<file path="config.mk">
export PLATFORM = sky130hd
export DESIGN_NAME = cordic_gain_comp_flat
export DESIGN_NICKNAME = d
export VERILOG_FILES = /design/src/rtl/cordic_pkg.sv /design/src/rtl/cordic_gain_comp_if.sv /design/src/rtl/cordic_sm_pack.sv /design/src/rtl/cordic_gain_comp.sv /design/src/flat_wrapper.sv
export SDC_FILE = /design/constraint.sdc
export NUM_CORES = 1
export LEC_CHECK = 0
export ABC_AREA = 1
export BUFFER_PORTS_ARGS = -buffer_cell sky130_fd_sc_hd__buf_2
export CORE_MARGIN = 8
export CORE_UTILIZATION = 45
export DETAILED_ROUTE_END_ITERATION = 16
export GPL_ROUTABILITY_DRIVEN = 0
export PLACE_DENSITY = 0.63
export SKIP_LAST_GASP = 1
export SLEW_MARGIN = 20
export SYNTH_ARGS = -nofsm -noshare
export SYNTH_HDL_FRONTEND = slang
export SYNTH_SLANG_ARGS = --single-unit
</file>
<file path="constraint.sdc">
create_clock -name clk -period 6.7 [get_ports clk]
set_input_delay 0 -clock clk [delete_from_list [all_inputs] [get_ports clk]]
set_output_delay 0 -clock clk [all_outputs]
set_load 0.005 [all_outputs]
</file>
<file path="src/rtl/cordic_pkg.sv">
// Shared constants, types and helpers for the CORDIC post-processing path.
// K is realised as five signed power-of-two terms: 2^-1 + 2^-3 - 2^-6 - 2^-9 - 2^-13.
package cordic_pkg;

    localparam int INT_W     = 7;
    localparam int FRAC_W    = 8;
    localparam int DATA_W    = 1 + INT_W + FRAC_W;
    localparam int GUARD_W   = 13;
    localparam int NUM_TERMS = 5;
    localparam int NUM_CH    = 2;
    localparam int MAG_W     = DATA_W + 1;
    localparam int ACC_W     = MAG_W + GUARD_W;
    localparam int IDX_W     = 3;

    localparam logic [NUM_TERMS-1:0][3:0] K_SHIFT = {4'd13, 4'd9, 4'd6, 4'd3, 4'd1};
    localparam logic [NUM_TERMS-1:0]      K_NEG   = 5'b11100;

    localparam logic [ACC_W-1:0] ROUND_HALF = ACC_W'(1) << (GUARD_W - 1);

    typedef enum logic [1:0] {
        IDLE,
        MUL,
        ROUND,
        DONE
    } state_e;

    typedef struct packed {
        logic              sign;
        logic [DATA_W-2:0] mag;
    } q78_sm_t;

    // |v| needs one extra bit so that -32768 keeps its true magnitude.
    function automatic logic [MAG_W-1:0] abs_mag(input logic [DATA_W-1:0] v);
        logic [MAG_W-1:0] ext;
        ext = {v[DATA_W-1], v};
        return v[DATA_W-1] ? ((~ext) + MAG_W'(1)) : ext;
    endfunction

    function automatic logic [ACC_W-1:0] k_term(input logic [MAG_W-1:0] mag,
                                                input logic [IDX_W-1:0] idx);
        logic [ACC_W-1:0] scaled;
        scaled = ACC_W'(mag) << GUARD_W;
        return scaled >> K_SHIFT[idx];
    endfunction

endpackage

</file>
<file path="src/rtl/cordic_gain_comp_if.sv">
// Upstream/downstream handshake bundle for the gain compensation stage.
interface cordic_gain_comp_if;
    import cordic_pkg::*;

    logic              mode;
    logic              in_valid;
    logic              in_ready;
    logic [DATA_W-1:0] res1_in;
    logic [DATA_W-1:0] res2_in;
    logic              out_valid;
    logic              out_ready;
    logic [DATA_W-1:0] out_x;
    logic [DATA_W-1:0] out_y;
    logic              out_ovf;

    modport master (
        output mode, in_valid, res1_in, res2_in, out_ready,
        input  in_ready, out_valid, out_x, out_y, out_ovf
    );

    modport slave (
        input  mode, in_valid, res1_in, res2_in, out_ready,
        output in_ready, out_valid, out_x, out_y, out_ovf
    );

endinterface

</file>
<file path="src/rtl/cordic_sm_pack.sv">
// Sign plus 17-bit magnitude to sign-magnitude Q7.8, saturating to 0xFFFF.
module cordic_sm_pack
    import cordic_pkg::*;
(
    input  logic             sign,
    input  logic [MAG_W-1:0] mag,
    output q78_sm_t          sm,
    output logic             sat
);

    always_comb begin
        sat = |mag[MAG_W-1:DATA_W-1];
        sm  = '0;
        if (sat) begin
            sm = '1;
        end else begin
            // Zero magnitude never carries a sign bit.
            sm.sign = sign & (|mag);
            sm.mag  = mag[DATA_W-2:0];
        end
    end

endmodule

</file>
<file path="src/rtl/cordic_gain_comp.sv">
// Removes the CORDIC gain from a res1/res2 pair with a sequential shift-add by K,
// rounds half-up on the magnitude and returns sign-magnitude Q7.8 results.
module cordic_gain_comp
    import cordic_pkg::*;
(
    input  logic               clk,
    input  logic               reset,
    cordic_gain_comp_if.slave  bus
);

    state_e                        state_q, state_d;
    logic [IDX_W-1:0]              idx_q, idx_d;
    logic                          mode_q, mode_d;
    logic [NUM_CH-1:0]             sgn_q, sgn_d;
    logic [NUM_CH-1:0][MAG_W-1:0]  mag_q, mag_d;
    logic [NUM_CH-1:0][ACC_W-1:0]  acc_q, acc_d;
    logic [DATA_W-1:0]             out_x_q, out_x_d;
    logic [DATA_W-1:0]             out_y_q, out_y_d;
    logic                          out_ovf_q, out_ovf_d;
    logic                          in_ready_c;

    logic [NUM_CH-1:0]             chan_comp;
    logic [NUM_CH-1:0][ACC_W-1:0]  acc_step;
    logic [NUM_CH-1:0][MAG_W-1:0]  pack_mag;
    q78_sm_t [NUM_CH-1:0]          pack_sm;
    logic [NUM_CH-1:0]             pack_sat;

    genvar gi;
    generate
        for (gi = 0; gi < NUM_CH; gi++) begin : g_ch
            // Channel 1 is always compensated; channel 2 only in rotation mode.
            localparam bit ALWAYS_COMP = (gi == 0);
            logic [ACC_W-1:0] term;

            assign chan_comp[gi] = ALWAYS_COMP | mode_q;
            assign term          = k_term(mag_q[gi], idx_q);
            assign acc_step[gi]  = K_NEG[idx_q] ? (acc_q[gi] - term) : (acc_q[gi] + term);
            assign pack_mag[gi]  = chan_comp[gi]
                                 ? MAG_W'((acc_q[gi] + ROUND_HALF) >> GUARD_W)
                                 : mag_q[gi];

            cordic_sm_pack u_pack (
                .sign (sgn_q[gi]),
                .mag  (pack_mag[gi]),
                .sm   (pack_sm[gi]),
                .sat  (pack_sat[gi])
            );
        end
    endgenerate

    always_comb begin
        state_d   = state_q;
        idx_d     = idx_q;
        mode_d    = mode_q;
        sgn_d     = sgn_q;
        mag_d     = mag_q;
        acc_d     = acc_q;
        out_x_d   = out_x_q;
        out_y_d   = out_y_q;
        out_ovf_d = out_ovf_q;
        in_ready_c = ((state_q == IDLE) || ((state_q == DONE) && bus.out_ready)) && reset;

        unique case (state_q)
            IDLE, DONE: begin
                if ((state_q == DONE) && bus.out_ready) begin
                    state_d = IDLE;
                end
                // A drain and a new accept on the same edge go straight to MUL.
                if (bus.in_valid && in_ready_c) begin
                    mode_d   = bus.mode;
                    sgn_d    = {bus.res2_in[DATA_W-1], bus.res1_in[DATA_W-1]};
                    mag_d[0] = abs_mag(bus.res1_in);
                    mag_d[1] = abs_mag(bus.res2_in);
                    acc_d    = '0;
                    idx_d    = '0;
                    state_d  = MUL;
                end
            end
            MUL: begin
                for (int ch = 0; ch < NUM_CH; ch++) begin
                    if (chan_comp[ch]) begin
                        acc_d[ch] = acc_step[ch];
                    end
                end
                idx_d = idx_q + IDX_W'(1);
                if (idx_q == IDX_W'(NUM_TERMS - 1)) begin
                    state_d = ROUND;
                end
            end
            ROUND: begin
                out_x_d   = pack_sm[0];
                out_y_d   = pack_sm[1];
                // Only the vectoring pass-through channel can saturate.
                out_ovf_d = |(pack_sat & {~mode_q, 1'b0});
                state_d   = DONE;
            end
            default: begin
                state_d = IDLE;
            end
        endcase
    end

    always_ff @(posedge clk or negedge reset) begin
        if (!reset) begin
            state_q   <= IDLE;
            idx_q     <= '0;
            mode_q    <= 1'b0;
            sgn_q     <= '0;
            mag_q     <= '0;
            acc_q     <= '0;
            out_x_q   <= '0;
            out_y_q   <= '0;
            out_ovf_q <= 1'b0;
        end else begin
            state_q   <= state_d;
            idx_q     <= idx_d;
            mode_q    <= mode_d;
            sgn_q     <= sgn_d;
            mag_q     <= mag_d;
            acc_q     <= acc_d;
            out_x_q   <= out_x_d;
            out_y_q   <= out_y_d;
            out_ovf_q <= out_ovf_d;
        end
    end

    assign bus.in_ready  = in_ready_c;
    assign bus.out_valid = (state_q == DONE);
    assign bus.out_x     = out_x_q;
    assign bus.out_y     = out_y_q;
    assign bus.out_ovf   = out_ovf_q;

endmodule

</file>
<file path="src/flat_wrapper.sv">
// flat-port wrapper written by rule: the top's interface ports become plain ports
module cordic_gain_comp_flat import cordic_pkg::*;
  (clk, reset, bus_mode, bus_in_valid, bus_res1_in, bus_res2_in, bus_out_ready, bus_in_ready, bus_out_valid, bus_out_x, bus_out_y, bus_out_ovf);
  cordic_gain_comp_if bus_i ();
  input  logic clk;
  input  logic reset;
  input wire logic [$bits(bus_i.mode)-1:0] bus_mode;
  input wire logic [$bits(bus_i.in_valid)-1:0] bus_in_valid;
  input wire logic [$bits(bus_i.res1_in)-1:0] bus_res1_in;
  input wire logic [$bits(bus_i.res2_in)-1:0] bus_res2_in;
  input wire logic [$bits(bus_i.out_ready)-1:0] bus_out_ready;
  output wire logic [$bits(bus_i.in_ready)-1:0] bus_in_ready;
  output wire logic [$bits(bus_i.out_valid)-1:0] bus_out_valid;
  output wire logic [$bits(bus_i.out_x)-1:0] bus_out_x;
  output wire logic [$bits(bus_i.out_y)-1:0] bus_out_y;
  output wire logic [$bits(bus_i.out_ovf)-1:0] bus_out_ovf;
  assign bus_i.mode = bus_mode;
  assign bus_i.in_valid = bus_in_valid;
  assign bus_i.res1_in = bus_res1_in;
  assign bus_i.res2_in = bus_res2_in;
  assign bus_i.out_ready = bus_out_ready;
  assign bus_in_ready = bus_i.in_ready;
  assign bus_out_valid = bus_i.out_valid;
  assign bus_out_x = bus_i.out_x;
  assign bus_out_y = bus_i.out_y;
  assign bus_out_ovf = bus_i.out_ovf;
  cordic_gain_comp u_core (.clk(clk), .reset(reset), .bus(bus_i));
endmodule
</file>
==> results of run 1 <==
==> how the worst min path moves through the flow <==
stage | from | to | slack (ps) | depth (start not counted)
floorplan | reset | u_core.acc_q[0] | -300 | 0
global placement | reset | u_core.bus.out_x[9] | 60 | 1
detailed placement | reset | u_core.bus.out_x[9] | 60 | 1
CTS | bus_out_ready | u_core.state_q[1] | 90 | 6
global route | bus_in_valid | u_core.state_q[0] | 160 | 5
finish | bus_in_valid | u_core.state_q[1] | 90 | 6
==> final cells by class <==
type | count | share of cell area
multi-input combinational | 1688 | 0.595
sequential | 135 | 0.227
timing repair buffer | 125 | 0.0581
inverter | 192 | 0.0483
tap | 390 | 0.0327
clock buffer | 17 | 0.0285
clock inverter | 15 | 0.0112
==> sequential cells by signal (all words and copies together), names as in the netlist <==
register and flops:
u_core.sgn_q 2, u_core.acc_q 60, u_core.state_q 2, u_core.mag_q 34
u_core.bus.out_y 16, u_core.bus.out_ovf 1, u_core.bus.out_x 16, u_core.idx_q 3
u_core.mode_q 1
==> logic make-up (layout without fill, tap and decap cells) <==
group,count (synthesis),count (layout),synth area share
buf+inv,266,349,0.0802
flops,135,135,0.254
mux,1,1,0.000753
compound gates,380,380,0.160
simple gates,1123,1123,0.361
xor+xnor,109,109,0.0718
fa+ha+maj,75,75,0.0717
==> layout by cell type, fill, tap and decap left out, types with 7 or more instances in the layout <==
| cell type | synthesis | final |
|---|---|---|
| nor2_1 | 173 | 172 |
| a21oi_2 | 8 | 8 |
| dfrtp_1 | 135 | 135 |
| nand3_1 | 281 | 281 |
| nand4_1 | 22 | 22 |
| buf_2 | 22 | 70 |
| nand2_1 | 579 | 579 |
| clkbuf_16 | 0 | 17 |
| a31oi_1 | 10 | 10 |
| o21a_1 | 7 | 7 |
| o21bai_1 | 11 | 11 |
| inv_2 | 8 | 8 |
| o31ai_1 | 11 | 11 |
| ha_1 | 73 | 72 |
| a21o_1 | 10 | 10 |
| xnor2_1 | 29 | 29 |
| buf_4 | 1 | 14 |
| o22ai_1 | 13 | 13 |
| o21ai_1 | 8 | 8 |
| o21ai_0 | 178 | 178 |
| nor3_1 | 30 | 30 |
| inv_1 | 179 | 179 |
| a21oi_1 | 103 | 103 |
| or2_2 | 7 | 7 |
| xor2_1 | 80 | 80 |
| dlygate4sd3_1 | 0 | 40 |
| nor2_2 | 10 | 10 |
==> metrics by stage <==
stage	instances	util	instance area (um2)
floorplan	2089	-	13300
global placement	2490	0.473	13900
detailed placement	2490	0.473	13900
CTS	2562	0.507	14900
global route	2562	0.507	14900
finish	2562	0.507	14900
==> tightest hold or removal path: stages <==
cell and delay [ps]:
buf_2 80, nand2_1 60, nand2_1 70, o21ai_0 140
nand2_1 80, o21ai_0 70
==> layer usage <==
layer	global-route usage	part of all wire
met1	0.285	0.41
met2	0.425	0.49
met3	0.0345	0.050
met4	0.115	0.043
met5	0	0
==> out/results.tsv, run 1 <==
metric	value	unit
PostCTS Resize Cnt	0	
Initial Util	0.452	
Diodes inserted	0	
Core ar.	29400	um2
Reg area	3380	um2
Max stage delay on crit path	660	ps
data arrival time of the critical path	6140	ps
critical path depth	26	
layout cells sized above 1	0.0773	
# hold bufs at CTS	40	
GRT Residual Overflow	0	
root buf cell	clkbuf_16	
critical path class	flip-flop to flip-flop	
cell mode on critical path	nand2_1	
total CTS buffers	17	
Final min period	5830	ps
I/O pins	72	
synthesized flop and latch total	135	
die height	188	um
slowest CP cell	inv_2	
Total GRT Usage	0.242	
worst-case clock skew	10.3	ps
initial antenna violation count	0	
crit path to	u_core.acc_q[51]	
Critical Path Start Type	flip-flop	
ys flop type	dfrtp_1	
TritonRoute pass-1 iters	5	
cells after synthesis	2089	
Ys Warns	0	
port buffer count	71	
f_max	0.171	GHz
Final period util	0.870	
syn avg cell area	6.37	um2
Max Root-Sink Buffers	2	
final setup vio count	0	
WP buf/inv	4	
dpl ws	1040	ps
vias per std cell	5.56	
Synth cell types	52	
vias in the first global route	13800	
Initial DRC Count	1153	
top cell type's share of synthesized area	0.254	
vias	14300	
Clk Latency, worst-skew pair	450	ps
R2R setup slack	870	ps
Worst-Margin Slew	968	ps
Mapped Area	13300	um2
status	finished clean	
Die Wd	188	um
Max FO, Critical Path	46	
Seq/Total Area, Yosys	0.254	
Post-CTS Setup Bufs	0	
num rows	63	
clk slew on worst S/H paths	70	ps
count leader, synth	nand2_1	
Slew Viols, Final	0	
worst r2r path cells	26	
final hold vios	0	
worst setup path start	u_core.idx_q[2]	
Slew HR	0.352	
WL/cell	16.8	um
Syn Nets	2201	
Nets	2271	
first-pass GRT wire length	70200	um
post-synth top area cell	dfrtp_1	
R2R Path Start	u_core.idx_q[2]	
Worst Path Required	7010	ps
TNS Setup	0	ps
Synth area leaders	dfrtp_1 (25%), nand2_1 (16%), nand3_1 (11%)	
total of max-cap violations	0	
hold_ws	91.5	ps
Top delay family on crit path	simple AND/OR/NAND/NOR gates	
Post-synth top cells	nand2_1 (579), nand3_1 (281), inv_1 (179)	
H-tree depth	4	
CP Capture Type	flip-flop	
CTS tree	done	
HPWL Detailed	32200	um
Worst Hold Class	input port to flip-flop	
EDFF count, synth	0	
area occupied by multi-input gates	8870	um2
DRC viols	0	
reg2reg end	u_core.acc_q[51]	
TritonCTS Sinks	135	
Setup WS post-layout	868	ps
Area Growth Syn to Fin	12.1	%
final WL	43000	um
Post-synth ARST share	1.00	
Detail Route Antenna Nets	0	
die area	35300	um2
# fillers	2982	
largest net degree at the start of global routing	70	
RSZ-0062 raised after global routing	false	
Power of run 1 is not shown: default switching activity piles up to over one toggle a cycle in this logic, so the estimate is an artifact.
==> inputs of run 2 (changes only) <==
--- a/config.mk
+++ b/config.mk
@@ -7,11 +7,13 @@
 export LEC_CHECK = 0
 export ABC_AREA = 1
 export BUFFER_PORTS_ARGS = -buffer_cell sky130_fd_sc_hd__buf_2
+export CELL_PAD_IN_SITES_DETAIL_PLACEMENT = 1
+export CELL_PAD_IN_SITES_GLOBAL_PLACEMENT = 2
 export CORE_MARGIN = 8
-export CORE_UTILIZATION = 45
+export CORE_UTILIZATION = 38
 export DETAILED_ROUTE_END_ITERATION = 16
 export GPL_ROUTABILITY_DRIVEN = 0
-export PLACE_DENSITY = 0.63
+export PLACE_DENSITY = 0.89
 export SKIP_LAST_GASP = 1
 export SLEW_MARGIN = 20
 export SYNTH_ARGS = -nofsm -noshare
==> run 2 against run 1 <==
Compared with the run above:
- non-clock buffer count up 3
- register-to-register slack gained 60 ps
- maximum frequency rose by 1.0%
- critical endpoint unchanged
- largest cell class unchanged
==> out/results.tsv, run 2 (same netlist as run 1, synthesis figures left out) <==
metric	value	unit
num rows	68	
commonest non-fill, non-tap cells in the layout	nand2_1 (579), nand3_1 (281), inv_1 (179), o21ai_0 (178), nor2_1 (172)	
Area Growth Syn to Fin	12.9	%
TritonCTS Sinks	135	
Detail Route Antenna Nets	0	
vias	14600	
final setup vio count	0	
data arrival time of the critical path	6080	ps
vias per std cell	5.55	
largest net degree at the start of global routing	85	
Final period util	0.862	
total of max-cap violations	0	
final WL	50500	um
Max FO, Critical Path	46	
Slew Viols, Final	0	
WL/cell	19.2	um
cell mode on critical path	nand2_1	
Clk Latency, worst-skew pair	460	ps
WP buf/inv	4	
Core ar.	34500	um2
Die Wd	203	um
die area	41200	um2
Slew HR	0.313	
status	finished clean	
Most flops, register	u_core.acc_q	
Max Root-Sink Buffers	2	
first-pass GRT wire length	82300	um
Total GRT Usage	0.246	
initial antenna violation count	0	
max FFs per register	60	
CP Capture Type	flip-flop	
Diodes inserted	0	
Top delay family on crit path	simple AND/OR/NAND/NOR gates	
worst-case clock skew	9.15	ps
Critical Path Start Type	flip-flop	
H-tree depth	4	
Worst Path Required	7010	ps
Worst Hold Class	input port to flip-flop	
Initial Util	0.385	
root buf cell	clkbuf_16	
clk slew on worst S/H paths	70	ps
Final min period	5770	ps
vias in the first global route	15400	
critical path class	flip-flop to flip-flop	
GRT Residual Overflow	0	
RSZ-0062 raised after global routing	false	
Post-CTS Setup Bufs	0	
TritonRoute pass-1 iters	5	
layout cells sized above 1	0.0791	
DRC viols	0	
TNS Setup	0	ps
f_max	0.173	GHz
Worst-Margin Slew	1030	ps
final core utilization	0.435	
port buffer count	71	
final hold vios	0	
Max stage delay on crit path	690	ps
CTS tree	done	
Initial DRC Count	677	
total CTS buffers	17	
top flop regs	u_core.acc_q (60), u_core.mag_q (34)	
slowest CP cell	inv_2	
HPWL Detailed	38400	um
die height	203	um
I/O pins	72	
Nets	2274	
commonest non-fill, non-tap cell in the layout	nand2_1	
run 2: changes by cell type in the layout (fill, tap and decap cells not counted), sizes merged:
| cell | before | now |
|---|---|---|
| buf | 85 | 89 |
| clkbuf | 17 | 19 |
| clkinv | 9 | 11 |
| clkinvlp | 3 | 1 |
| inv | 193 | 191 |
| dlygate4sd3 | 40 | 39 |
run 2: final timing paths:
path / end / startpoint / slack (ps) / depth (start not counted)
min: u_core.mag_q[19] / bus_res2_in[2] / 20 / 4
max: u_core.acc_q[51] / u_core.idx_q[1] / 930 / 27
max reg2reg: u_core.acc_q[51] / u_core.idx_q[1] / 930 / 27
max in group asynchronous: u_core.acc_q[39] / reset / 5270 / 3
min in group asynchronous: u_core.bus.out_x[5] / reset / 150 / 2
min reg2reg: u_core.bus.out_x[4] / u_core.bus.out_x[4] / 490 / 2
run 2: area by class of cell:
cell class              instances  area [um2]
clock inverters                13         144
inverters                     192         721
well taps                     455         569
repair buffers                128         887
flip-flops and latches        135        3380
clock buffers                  19         453
fillers                      4650       19500
multi-input cells            1688        8870
run 2: per-layer routing:
metal	global-route usage	vias to the layer above	wire length, um
met3	0.0265	102	1270
li1	-	7114	-
met5	0	-	0
met1	0.287	7105	21400
met4	0.105	0	1980
met2	0.449	274	25800
run 2: what timing repair did:
item,CTS,global route
hold endpoints to repair,116,0
hold buffers,39,0
gates resized for setup,0,0
run 2: metrics by stage:
| stage | instances | hold WS (ps) | setup WS, ps | cell area, um2 |
|---|---|---|---|---|
| after floorplan | 2089 | -296 | 2570 | 13300 |
| after global placement | 2559 | 94.9 | 1220 | 14000 |
| after detailed placement | 2559 | 99.1 | 1120 | 14000 |
| after CTS | 2630 | 18.6 | 1070 | 15000 |
| after global routing | 2630 | 56.9 | 505 | 15000 |
| final | 2630 | 20.6 | 927 | 15000 |
run 2: worst reg2reg max path, stage by stage, from the launching register on:
cell and delay, ps:
dfrtp_1 430, inv_1 80, ha_1 400, nand2_4 320, inv_2 710, nand3_1 210, nand2_1 110, nand2_1 70
nand3_1 240, nand2_1 120, inv_1 70, nand4_1 220, nor2_1 340, nor2_1 90, xor2_1 170, ha_1 380
nand2_1 130, nor2_1 120, inv_1 40, o21ai_0 370, nand2_1 100, nand2_1 150, nand2_1 70, nand2_1 110
a21oi_1 100, or2_2 280, nand3_1 100, o21ai_0 90
Power of run 2 is left out for the same reason.
